==> config.mk <==
export PLATFORM = sky130hd
export DESIGN_NAME = i2s_pcm_rx_flat
export DESIGN_NICKNAME = d
export VERILOG_FILES = /design/src/rtl/i2s_pcm_rx_if.sv /design/src/rtl/i2s_pcm_rx.sv /design/src/flat_wrapper.sv
export SDC_FILE = /design/constraint.sdc
export NUM_CORES = 1
export LEC_CHECK = 0
export CAP_MARGIN = 5
export CORE_AREA = 2 2 93 95
export CTS_CLUSTER_DIAMETER = 80
export DETAILED_ROUTE_END_ITERATION = 12
export DIE_AREA = 0 0 95 97
export GPL_TIMING_DRIVEN = 0
export PLACE_DENSITY = 0.57
export REMOVE_ABC_BUFFERS = 1
export SYNTH_ARGS = -nofsm -noshare
export SYNTH_HDL_FRONTEND = slang
export SYNTH_SLANG_ARGS = --single-unit
export TNS_END_PERCENT = 50
==> constraint.sdc <==
create_clock -name clk -period 3.8 [get_ports clk]
set_input_delay 0.95 -clock clk [delete_from_list [all_inputs] [get_ports clk]]
set_output_delay 0.95 -clock clk [all_outputs]
set_load 0.05 [all_outputs]
==> src/rtl/i2s_pcm_rx_if.sv <==
// I2S pin bundle plus PCM result side of the i2s_pcm_rx receiver.
// The slave modport is the receiver; master is whoever drives the pins.
interface i2s_pcm_rx_if #(
  parameter int SAMPLE_WIDTH = 16
);
  logic                    enable_i;
  logic                    i2s_bclk_i;
  logic                    i2s_lrclk_i;
  logic                    i2s_sd_i;
  logic [SAMPLE_WIDTH-1:0] pcm_o;
  logic                    pcm_ready_o;
  logic                    frame_err_o;
  logic                    locked_o;

  modport master (
    output enable_i,
    output i2s_bclk_i,
    output i2s_lrclk_i,
    output i2s_sd_i,
    input  pcm_o,
    input  pcm_ready_o,
    input  frame_err_o,
    input  locked_o
  );

  modport slave (
    input  enable_i,
    input  i2s_bclk_i,
    input  i2s_lrclk_i,
    input  i2s_sd_i,
    output pcm_o,
    output pcm_ready_o,
    output frame_err_o,
    output locked_o
  );
endinterface

==> src/rtl/i2s_pcm_rx.sv <==
// Philips I2S receiver: resynchronises BCLK/LRCLK/SD into clk and emits
// one PCM word per frame for the selected channel as a one-cycle strobe.
module i2s_pcm_rx #(
  parameter int SAMPLE_WIDTH = 16,
  parameter int SLOT_WIDTH   = 32,
  parameter int CHANNEL_SEL  = 0
) (
  input logic          clk,
  input logic          rst,
  i2s_pcm_rx_if.slave  bus
);

  localparam int   CW  = $clog2(SLOT_WIDTH + 1);
  localparam logic SEL = (CHANNEL_SEL != 0);

  typedef enum logic {
    IDLE,
    RUN
  } state_t;

  state_t state_q, state_d;

  logic [2:0] bclk_sync_q, bclk_sync_d;
  logic [1:0] lr_sync_q, lr_sync_d;
  logic [1:0] sd_sync_q, sd_sync_d;

  logic lr_q, lr_d;
  logic [CW-1:0] cnt_q, cnt_d;
  logic [SAMPLE_WIDTH-1:0] shift_q, shift_d;
  logic [SAMPLE_WIDTH-1:0] pcm_q, pcm_d;
  logic ready_q, ready_d;
  logic err_q, err_d;

  logic rise;
  logic lr_s;
  logic sd_s;
  logic word_end;
  logic sel;
  logic take;
  logic full;
  logic [CW-1:0] cnt_inc;
  logic [CW-1:0] pad;
  logic [SAMPLE_WIDTH-1:0] shift_in;

  assign lr_s     = lr_sync_q[1];
  assign sd_s     = sd_sync_q[1];
  assign rise     = bclk_sync_q[1] & ~bclk_sync_q[2];
  assign word_end = lr_s ^ lr_q;
  assign sel      = (lr_q == SEL);
  assign take     = sel && (cnt_q < CW'(SAMPLE_WIDTH));

  // full: this LSB completes at least SAMPLE_WIDTH bits of the slot
  assign full     = (cnt_q >= CW'(SAMPLE_WIDTH - 1));
  assign pad      = CW'(SAMPLE_WIDTH - 1) - cnt_q;

  assign cnt_inc  = (cnt_q == CW'(SLOT_WIDTH)) ? cnt_q
                                               : cnt_q + 1'b1;

  assign shift_in = take ? {shift_q[SAMPLE_WIDTH-2:0], sd_s}
                         : shift_q;

  always_comb begin
    state_d     = state_q;
    bclk_sync_d = {bclk_sync_q[1:0], bus.i2s_bclk_i};
    lr_sync_d   = {lr_sync_q[0], bus.i2s_lrclk_i};
    sd_sync_d   = {sd_sync_q[0], bus.i2s_sd_i};
    lr_d        = lr_q;
    cnt_d       = cnt_q;
    shift_d     = shift_q;
    pcm_d       = pcm_q;
    ready_d     = 1'b0;
    err_d       = 1'b0;

    if (rise) begin
      if (word_end) begin
        lr_d = lr_s;
      end
      unique case (state_q)
        IDLE: begin
          if (word_end) begin
            state_d = RUN;
            cnt_d   = '0;
            shift_d = '0;
          end
        end
        RUN: begin
          if (word_end) begin
            cnt_d   = '0;
            shift_d = '0;
            if (sel) begin
              pcm_d   = full ? shift_in
                             : (shift_in << pad);
              ready_d = 1'b1;
              err_d   = ~full;
            end
          end else begin
            cnt_d   = cnt_inc;
            shift_d = shift_in;
          end
        end
      endcase
    end

    // LRCLK keeps being tracked while disabled so re-enable realigns
    if (!bus.enable_i) begin
      state_d = IDLE;
      cnt_d   = '0;
      shift_d = '0;
      pcm_d   = pcm_q;
      ready_d = 1'b0;
      err_d   = 1'b0;
    end
  end

  always_ff @(posedge clk) begin
    if (rst) begin
      state_q     <= IDLE;
      bclk_sync_q <= '0;
      lr_sync_q   <= '0;
      sd_sync_q   <= '0;
      lr_q        <= 1'b0;
      cnt_q       <= '0;
      shift_q     <= '0;
      pcm_q       <= '0;
      ready_q     <= 1'b0;
      err_q       <= 1'b0;
    end else begin
      state_q     <= state_d;
      bclk_sync_q <= bclk_sync_d;
      lr_sync_q   <= lr_sync_d;
      sd_sync_q   <= sd_sync_d;
      lr_q        <= lr_d;
      cnt_q       <= cnt_d;
      shift_q     <= shift_d;
      pcm_q       <= pcm_d;
      ready_q     <= ready_d;
      err_q       <= err_d;
    end
  end

  assign bus.pcm_o       = pcm_q;
  assign bus.pcm_ready_o = ready_q;
  assign bus.frame_err_o = err_q;
  assign bus.locked_o    = (state_q == RUN);

endmodule

==> src/flat_wrapper.sv <==
// flat-port wrapper written by rule: the top's interface ports become plain ports
module i2s_pcm_rx_flat 
#(
  parameter int SAMPLE_WIDTH = 16,
  parameter int SLOT_WIDTH   = 32,
  parameter int CHANNEL_SEL  = 0
)
  (clk, rst, bus_enable_i, bus_i2s_bclk_i, bus_i2s_lrclk_i, bus_i2s_sd_i, bus_pcm_o, bus_pcm_ready_o, bus_frame_err_o, bus_locked_o);
  i2s_pcm_rx_if #(.SAMPLE_WIDTH(SAMPLE_WIDTH)) bus_i ();
  input logic clk;
  input logic rst;
  input wire logic [$bits(bus_i.enable_i)-1:0] bus_enable_i;
  input wire logic [$bits(bus_i.i2s_bclk_i)-1:0] bus_i2s_bclk_i;
  input wire logic [$bits(bus_i.i2s_lrclk_i)-1:0] bus_i2s_lrclk_i;
  input wire logic [$bits(bus_i.i2s_sd_i)-1:0] bus_i2s_sd_i;
  output wire logic [$bits(bus_i.pcm_o)-1:0] bus_pcm_o;
  output wire logic [$bits(bus_i.pcm_ready_o)-1:0] bus_pcm_ready_o;
  output wire logic [$bits(bus_i.frame_err_o)-1:0] bus_frame_err_o;
  output wire logic [$bits(bus_i.locked_o)-1:0] bus_locked_o;
  assign bus_i.enable_i = bus_enable_i;
  assign bus_i.i2s_bclk_i = bus_i2s_bclk_i;
  assign bus_i.i2s_lrclk_i = bus_i2s_lrclk_i;
  assign bus_i.i2s_sd_i = bus_i2s_sd_i;
  assign bus_pcm_o = bus_i.pcm_o;
  assign bus_pcm_ready_o = bus_i.pcm_ready_o;
  assign bus_frame_err_o = bus_i.frame_err_o;
  assign bus_locked_o = bus_i.locked_o;
  i2s_pcm_rx #(.SAMPLE_WIDTH(SAMPLE_WIDTH), .SLOT_WIDTH(SLOT_WIDTH), .CHANNEL_SEL(CHANNEL_SEL)) u_core (.clk(clk), .rst(rst), .bus(bus_i));
endmodule
==> results by group, run 1 <==
Pwr
  • Leakage Power: 0.00113 µW
  • Worst vdd ir: 0.111 mV
  • Power density over the cells: 265 mW/mm²
  • Total power: 885 µW

Detailed routing
  • Via-to-Cell Ratio: 5.54
  • Drt first pass iters: 4
  • Residual DRC count: 0
  • Antenna viol nets, final: 0
  • Wire per inst: 15.6 µm
  • WL final: 7390 µm
  • Starting DRT DRC Count: 200
  • Vias: 2628

STA
  • Worst Skew: 3.51 ps
  • Max-slew headroom: 0.132
  • RSZ-0062 raised after global routing: false
  • F_max: 0.301 GHz
  • Setup TNS: 0 ps
  • Slew Limit Fails: 0
  • Period utilization: 0.875
  • Worst Tran Pin Value: 1300 ps
  • Fin. Hold Viols: 0
  • Tmin final: 3330 ps
  • Finish-stage setup viols: 0

Cells and area
  • Layout fillers: 842
  • Share of cells above drive strength 1: 0.0786
  • Synthesis-to-layout area growth: 11.8%
  • Final #Nets: 379
  • Antenna diode count: 0

Yosys
  • Leading area contributor after synthesis: dfxtp_1
  • Async SR Flop Fraction: 0
  • Yosys reg bits: 49
  • Synth top area share: 0.328
  • Register area share after synthesis: 0.328
  • Synth area leaders: dfxtp_1 (33%), mux2i_1 (11%), nor2_1 (6.1%), mux2_2 (5.3%), a22oi_1 (4.5%)
  • Synth warn: 0
  • Top post-synthesis cells by count: dfxtp_1 (49), nor2_1 (49), mux2i_1 (32)
  • Netlist cell types: 51
  • Ys flop type: dfxtp_1
  • Post-synth EDFFs: 0
  • Synth Instances: 363
  • Avg Inst Size Synth: 8.24 µm²
  • Cell Area, Synth: 0.00299 mm²

Setup path
  • Critical path fanouts, max: 16
  • Worst path slowest cell: nor2b_1
  • Worst Path Arrival: 3530 ps
  • Cells along the critical path: inv_1 > ha_1 > nor2b_1 > mux2i_1 > or3_1 > a21oi_1 > a21oi_1 > a211oi_1
  • CP Capture Type: flop
  • Max incr delay on CP: 1020 ps
  • Worst Path Buf+Inv: 1
  • Top delay family on crit path: simple AND/OR/NAND/NOR gates
  • Worst EP required: 4010 ps
  • CP Class: flop to flop
  • Worst path most repeated cell: a21oi_1
  • CP Launch Type: flop

Place
  • Port Buf Inserts: 24
  • Detailed Place HPWL: 5420 µm
  • Final GP Congestion: 0.906

Floorplanning
  • Row count: 33
  • Initial core utilization: 0.368
  • Die Footprint: 0.00922 mm²
  • Die W: 95 µm
  • Core area: 0.00813 mm²
  • Io pins: 25
  • Die height: 97 µm

Clocking
  • Root Buffer: clkbuf_8
  • CTS clk-pin slew, worst paths: 90 ps
  • CTS resizes: 0
  • TritonCTS buffer count: 5
  • H-tree level count: 2
  • CTS tree: yes
  • CTS Buffer Depth: 2
  • Cts hold-fix bufs: 0
  • Skew-Pair Late Insertion Delay: 300 ps
  • Sink Count: 49
  • Post-CTS Setup Bufs: 0

Global route
  • Initial antenna violation count: 0
  • First-pass GRT wire length: 12400 µm
  • Vias in the first global route: 2387
  • Met1 usage: 0.245
  • Largest net degree at the start of global routing: 27
  • Grt total ovfl: 0
  • GR Layer Usage met2: 0.239
  • GRT Util Overall: 0.168
  • Most Crowded Layer GR: met1
  • Met3 usage in global routing: 0.0319

Outcome
  • Status: finished, final reports clean

Run
  • Max-Cap Viols: 0

Min path
  • Hold WC Path Type: flop to flop
==> registers in the layout, indices dropped and copies added (netlist names) <==
name                    flops
u_core.bclk_sync_q          3
u_core.bus.pcm_ready_o      1
u_core.bus.locked_o         1
u_core.shift_q             16
u_core.sd_sync_q            2
u_core.lr_sync_q            2
u_core.bus.pcm_o           16
u_core.cnt_q                6
u_core.bus.frame_err_o      1
u_core.lr_q                 1
==> layer usage <==
layer | wire [µm] | up-vias
met4 | 201 | 0
met1 | 3710 | 1208
met5 | 0 | -
met3 | 344 | 15
li1 | - | 1330
met2 | 3130 | 75
==> cell families (layout without fill, tap and decap cells) <==
family | count (synthesis) | count (layout) | synth area share
DFF | 49 | 49 | 0.328
and+or+nand+nor | 130 | 130 | 0.207
buffers and inverters | 34 | 40 | 0.0510
xor gates and xnor gates | 8 | 8 | 0.0234
adders and majority gates | 5 | 5 | 0.0209
AOI/OAI and AO/OA | 91 | 91 | 0.210
muxes | 46 | 46 | 0.160
==> final timing paths <==
check                           cells past startpoint           startpoint  slack, ps              endpoint
worst max-delay path                                8      u_core.cnt_q[4]        470  u_core.bus.pcm_o[14]
worst min-delay path                                1  u_core.lr_sync_q[0]        440   u_core.lr_sync_q[1]
worst min register to register                      1  u_core.lr_sync_q[0]        440   u_core.lr_sync_q[1]
worst max register to register                      8      u_core.cnt_q[4]        470  u_core.bus.pcm_o[14]
==> power by group <==
part / internal, µW / switching, µW / total, µW / leakage [µW]
registers: 516 / 1.51 / 518 / 0.000396
logic: 12.9 / 18.4 / 31.3 / 0.000679
clock network: 165 / 171 / 336 / 0.0000542
total: 694 / 191 / 885 / 0.00113
==> per-stage QoR <==
stage / setup WS (ps) / hold slack [ps] / std cells / cell area (µm²) / util
floorplan: 1200 / 414 / 337 / 2870 / -
global placement: 141 / 415 / 466 / 3240 / 0.398
detailed placement: 303 / 426 / 466 / 3240 / 0.399
CTS: 497 / 448 / 474 / 3340 / 0.411
global route: 155 / 463 / 474 / 3340 / 0.411
finish: 474 / 443 / 474 / 3340 / 0.411
==> worst reg2reg max path, cell delays in order, from the launching register on <==
cell and delay (ps):
dfxtp_1 340, inv_1 150, ha_1 220, nor2b_1 1020, mux2i_1 390, or3_1 420, a21oi_1 330, a21oi_1 150
a211oi_1 200
==> placed cells by master, fill, tap and decap left out, types with 3 or more instances in the layout <==
cell type / count
dfxtp_1: 49
nor2_1: 48
mux2i_1: 32
clkdlybuf4s50_1: 24
nand2_1: 23
a21oi_1: 20
a22oi_1: 18
nor3_1: 16
nor2b_1: 14
mux2_2: 14
o21ai_0: 11
inv_1: 8
o22ai_1: 7
clkbuf_8: 7
nand3_1: 6
a211oi_1: 5
xnor2_1: 5
a221oi_1: 5
ha_1: 5
or3_1: 4
o221ai_1: 4
nand2b_1: 3
xor2_1: 3
a31oi_1: 3
and3_1: 3
==> final cells by class <==
class,count,area [µm²],area share
clock inverters,1,5.00,0.00150
inverters,8,30.0,0.00898
multi-input cells,280,1860,0.556
repair buffers,24,240,0.0718
well taps,105,131,0.0393
flip-flops and latches,49,981,0.293
clock buffers,7,96.3,0.0288
(Power assumes the default switching activity.)
==> inputs of run 2 (changes only) <==
--- a/config.mk
+++ b/config.mk
@@ -12,6 +12,7 @@
 export DIE_AREA = 0 0 95 97
 export GPL_TIMING_DRIVEN = 0
 export PLACE_DENSITY = 0.57
+export RECOVER_POWER = 25
 export REMOVE_ABC_BUFFERS = 1
 export SYNTH_ARGS = -nofsm -noshare
 export SYNTH_HDL_FRONTEND = slang
==> results by group, run 2 (synthesis results as in run 1) <==
STA
  • Slew Limit Fails: 0
  • Fin Hold WS: 443 ps
  • Period utilization: 0.873
  • Fin. Hold Viols: 0
  • F_max: 0.301 GHz
  • Tmin final: 3320 ps
  • RSZ-0062 raised after global routing: false
  • Setup TNS: 0 ps
  • Max-slew headroom: 0.132
  • Worst Tran Pin Value: 1300 ps
  • Worst Skew: 3.57 ps
  • Finish-stage setup viols: 0

Setup path
  • RR Endpoint: u_core.bus.pcm_o[14]
  • Worst Path Buf+Inv: 1
  • Critical Path Start: u_core.cnt_q[4]
  • Worst path most repeated cell: a21oi_1
  • Worst r2r path cells: 8
  • Critical path fanouts, max: 16
  • Worst EP required: 4020 ps
  • RR Startpoint: u_core.cnt_q[4]
  • CP Launch Type: flop
  • Worst Path Arrival: 3530 ps
  • CP endpoint: u_core.bus.pcm_o[14]
  • Max incr delay on CP: 1020 ps
  • Worst path slowest cell: nor2b_1
  • Cells along the critical path: inv_1 > ha_1 > nor2b_1 > mux2i_1 > or3_1 > a21oi_1 > a21oi_1 > a211oi_1
  • Levels on crit path: 8
  • Reg-to-reg setup timing slack: 480 ps
  • CP Capture Type: flop
  • CP Class: flop to flop
  • Top delay family on crit path: simple AND/OR/NAND/NOR gates

Detailed routing
  • Drt first pass iters: 4
  • Starting DRT DRC Count: 200
  • Residual DRC count: 0
  • Via-to-Cell Ratio: 5.55
  • Wire per inst: 15.6 µm
  • Antenna viol nets, final: 0
  • Vias: 2630
  • WL final: 7390 µm

Global route
  • Initial antenna violation count: 0
  • GRT Util Overall: 0.168
  • Largest net degree at the start of global routing: 27
  • First-pass GRT wire length: 12400 µm
  • Vias in the first global route: 2387
  • Grt total ovfl: 0

Pwr
  • Clock power frac: 0.380
  • Comb pwr share: 0.035
  • Worst vdd ir: 0.111 mV
  • Seq pwr share: 0.585
  • Net switching power: 191 µW
  • Sw Share: 0.216
  • Leakage Power: 0.00116 µW
  • Internal Power: 694 µW
  • Power density over the cells: 265 mW/mm²

Floorplanning
  • Die Footprint: 0.00922 mm²
  • Core area: 0.00813 mm²
  • Die W: 95 µm
  • Io pins: 25
  • Row count: 33
  • Initial core utilization: 0.368
  • Die height: 97 µm

Clocking
  • Post-CTS Setup Bufs: 0
  • CTS tree: yes
  • H-tree level count: 2
  • Sink Count: 49
  • CTS Buffer Depth: 2
  • Cts hold-fix bufs: 0
  • Skew-Pair Late Insertion Delay: 300 ps
  • Root Buffer: clkbuf_8
  • TritonCTS buffer count: 5
  • CTS clk-pin slew, worst paths: 90 ps
  • CTS resizes: 0

Place
  • Port Buf Inserts: 24
  • Detailed Place HPWL: 5420 µm
  • Final GP Congestion: 0.906
  • Placed cell count: 466

Run
  • Max-Cap Viols: 0

Cells and area
  • Highest-count cells in the layout ignoring fill and taps: dfxtp_1 (49), nor2_1 (48), mux2i_1 (32)
  • Share of cells above drive strength 1: 0.0786
  • Synthesis-to-layout area growth: 11.8%
  • Non-filler instance count after layout: 474
  • Layout fillers: 842
  • Fin util: 0.411
  • Antenna diode count: 0
  • Leading cell type in the layout, fill and taps excluded: dfxtp_1
  • Final #Nets: 379

Min path
  • Hold WC Path Type: flop to flop

Outcome
  • Status: finished, final reports clean
## run 2: cell types whose count changed in the layout (fill, tap and decap cells not counted)
cell	delta
dlygate4sd3_1	+10
clkdlybuf4s50_1	-10
## run 2: layout make-up
cell class,count,area [µm²],area share
Clock inverter,1,5.00,0.00150
Tap cell,105,131,0.0393
Sequential cell,49,981,0.293
Multi-Input combinational cell,280,1860,0.556
Clock buffer,7,96.3,0.0288
Inverter,8,30.0,0.00898
Timing Repair Buffer,24,240,0.0718
## run 2: how the worst min path moves through the flow
stage	startpoint	end	slack, ps	cells past startpoint
floorplan	u_core.bclk_sync_q[0]	u_core.bclk_sync_q[1]	410	1
global placement	u_core.bclk_sync_q[0]	u_core.bclk_sync_q[1]	420	1
detailed placement	u_core.lr_sync_q[0]	u_core.lr_sync_q[1]	430	1
CTS	u_core.lr_sync_q[0]	u_core.lr_sync_q[1]	450	1
global route	u_core.sd_sync_q[0]	u_core.sd_sync_q[1]	460	1
finish	u_core.lr_sync_q[0]	u_core.lr_sync_q[1]	440	1
## run 2: power by group through the flow
stage                     clock network [µW]  logic [µW]  registers (µW)
final                                    336        31.1             518
after global routing                     366        34.2             518
after CTS                                350        31.4             518
after detailed placement                   0        31.4             530
after global placement                     0        31.2             530
after floorplan                            0        17.3             530
## run 2: worst register-to-register path, stage by stage (launching register included)
cell	delay (ps)
dfxtp_1	340
inv_1	150
ha_1	220
nor2b_1	1020
mux2i_1	390
or3_1	420
a21oi_1	330
a21oi_1	150
a211oi_1	200
## run 2: per-stage QoR
| stage | power (µW) | worst slack, ps | cell area, µm² |
|---|---|---|---|
| after floorplan | 547 | 1200 | 2870 |
| after global placement | 561 | 141 | 3240 |
| after detailed placement | 561 | 303 | 3240 |
| after CTS | 899 | 497 | 3340 |
| after global routing | 919 | 165 | 3340 |
| final | 885 | 482 | 3340 |
## run 2: layer usage
metal  share of wire  track usage  vias up  routed length (µm)
met5               0            0        -                   0
met4           0.027       0.0680        0                 201
met3           0.047       0.0319       15                 344
met2            0.42        0.239       75                3130
met1            0.50        0.245     1208                3710
li1                -            -     1332                   -
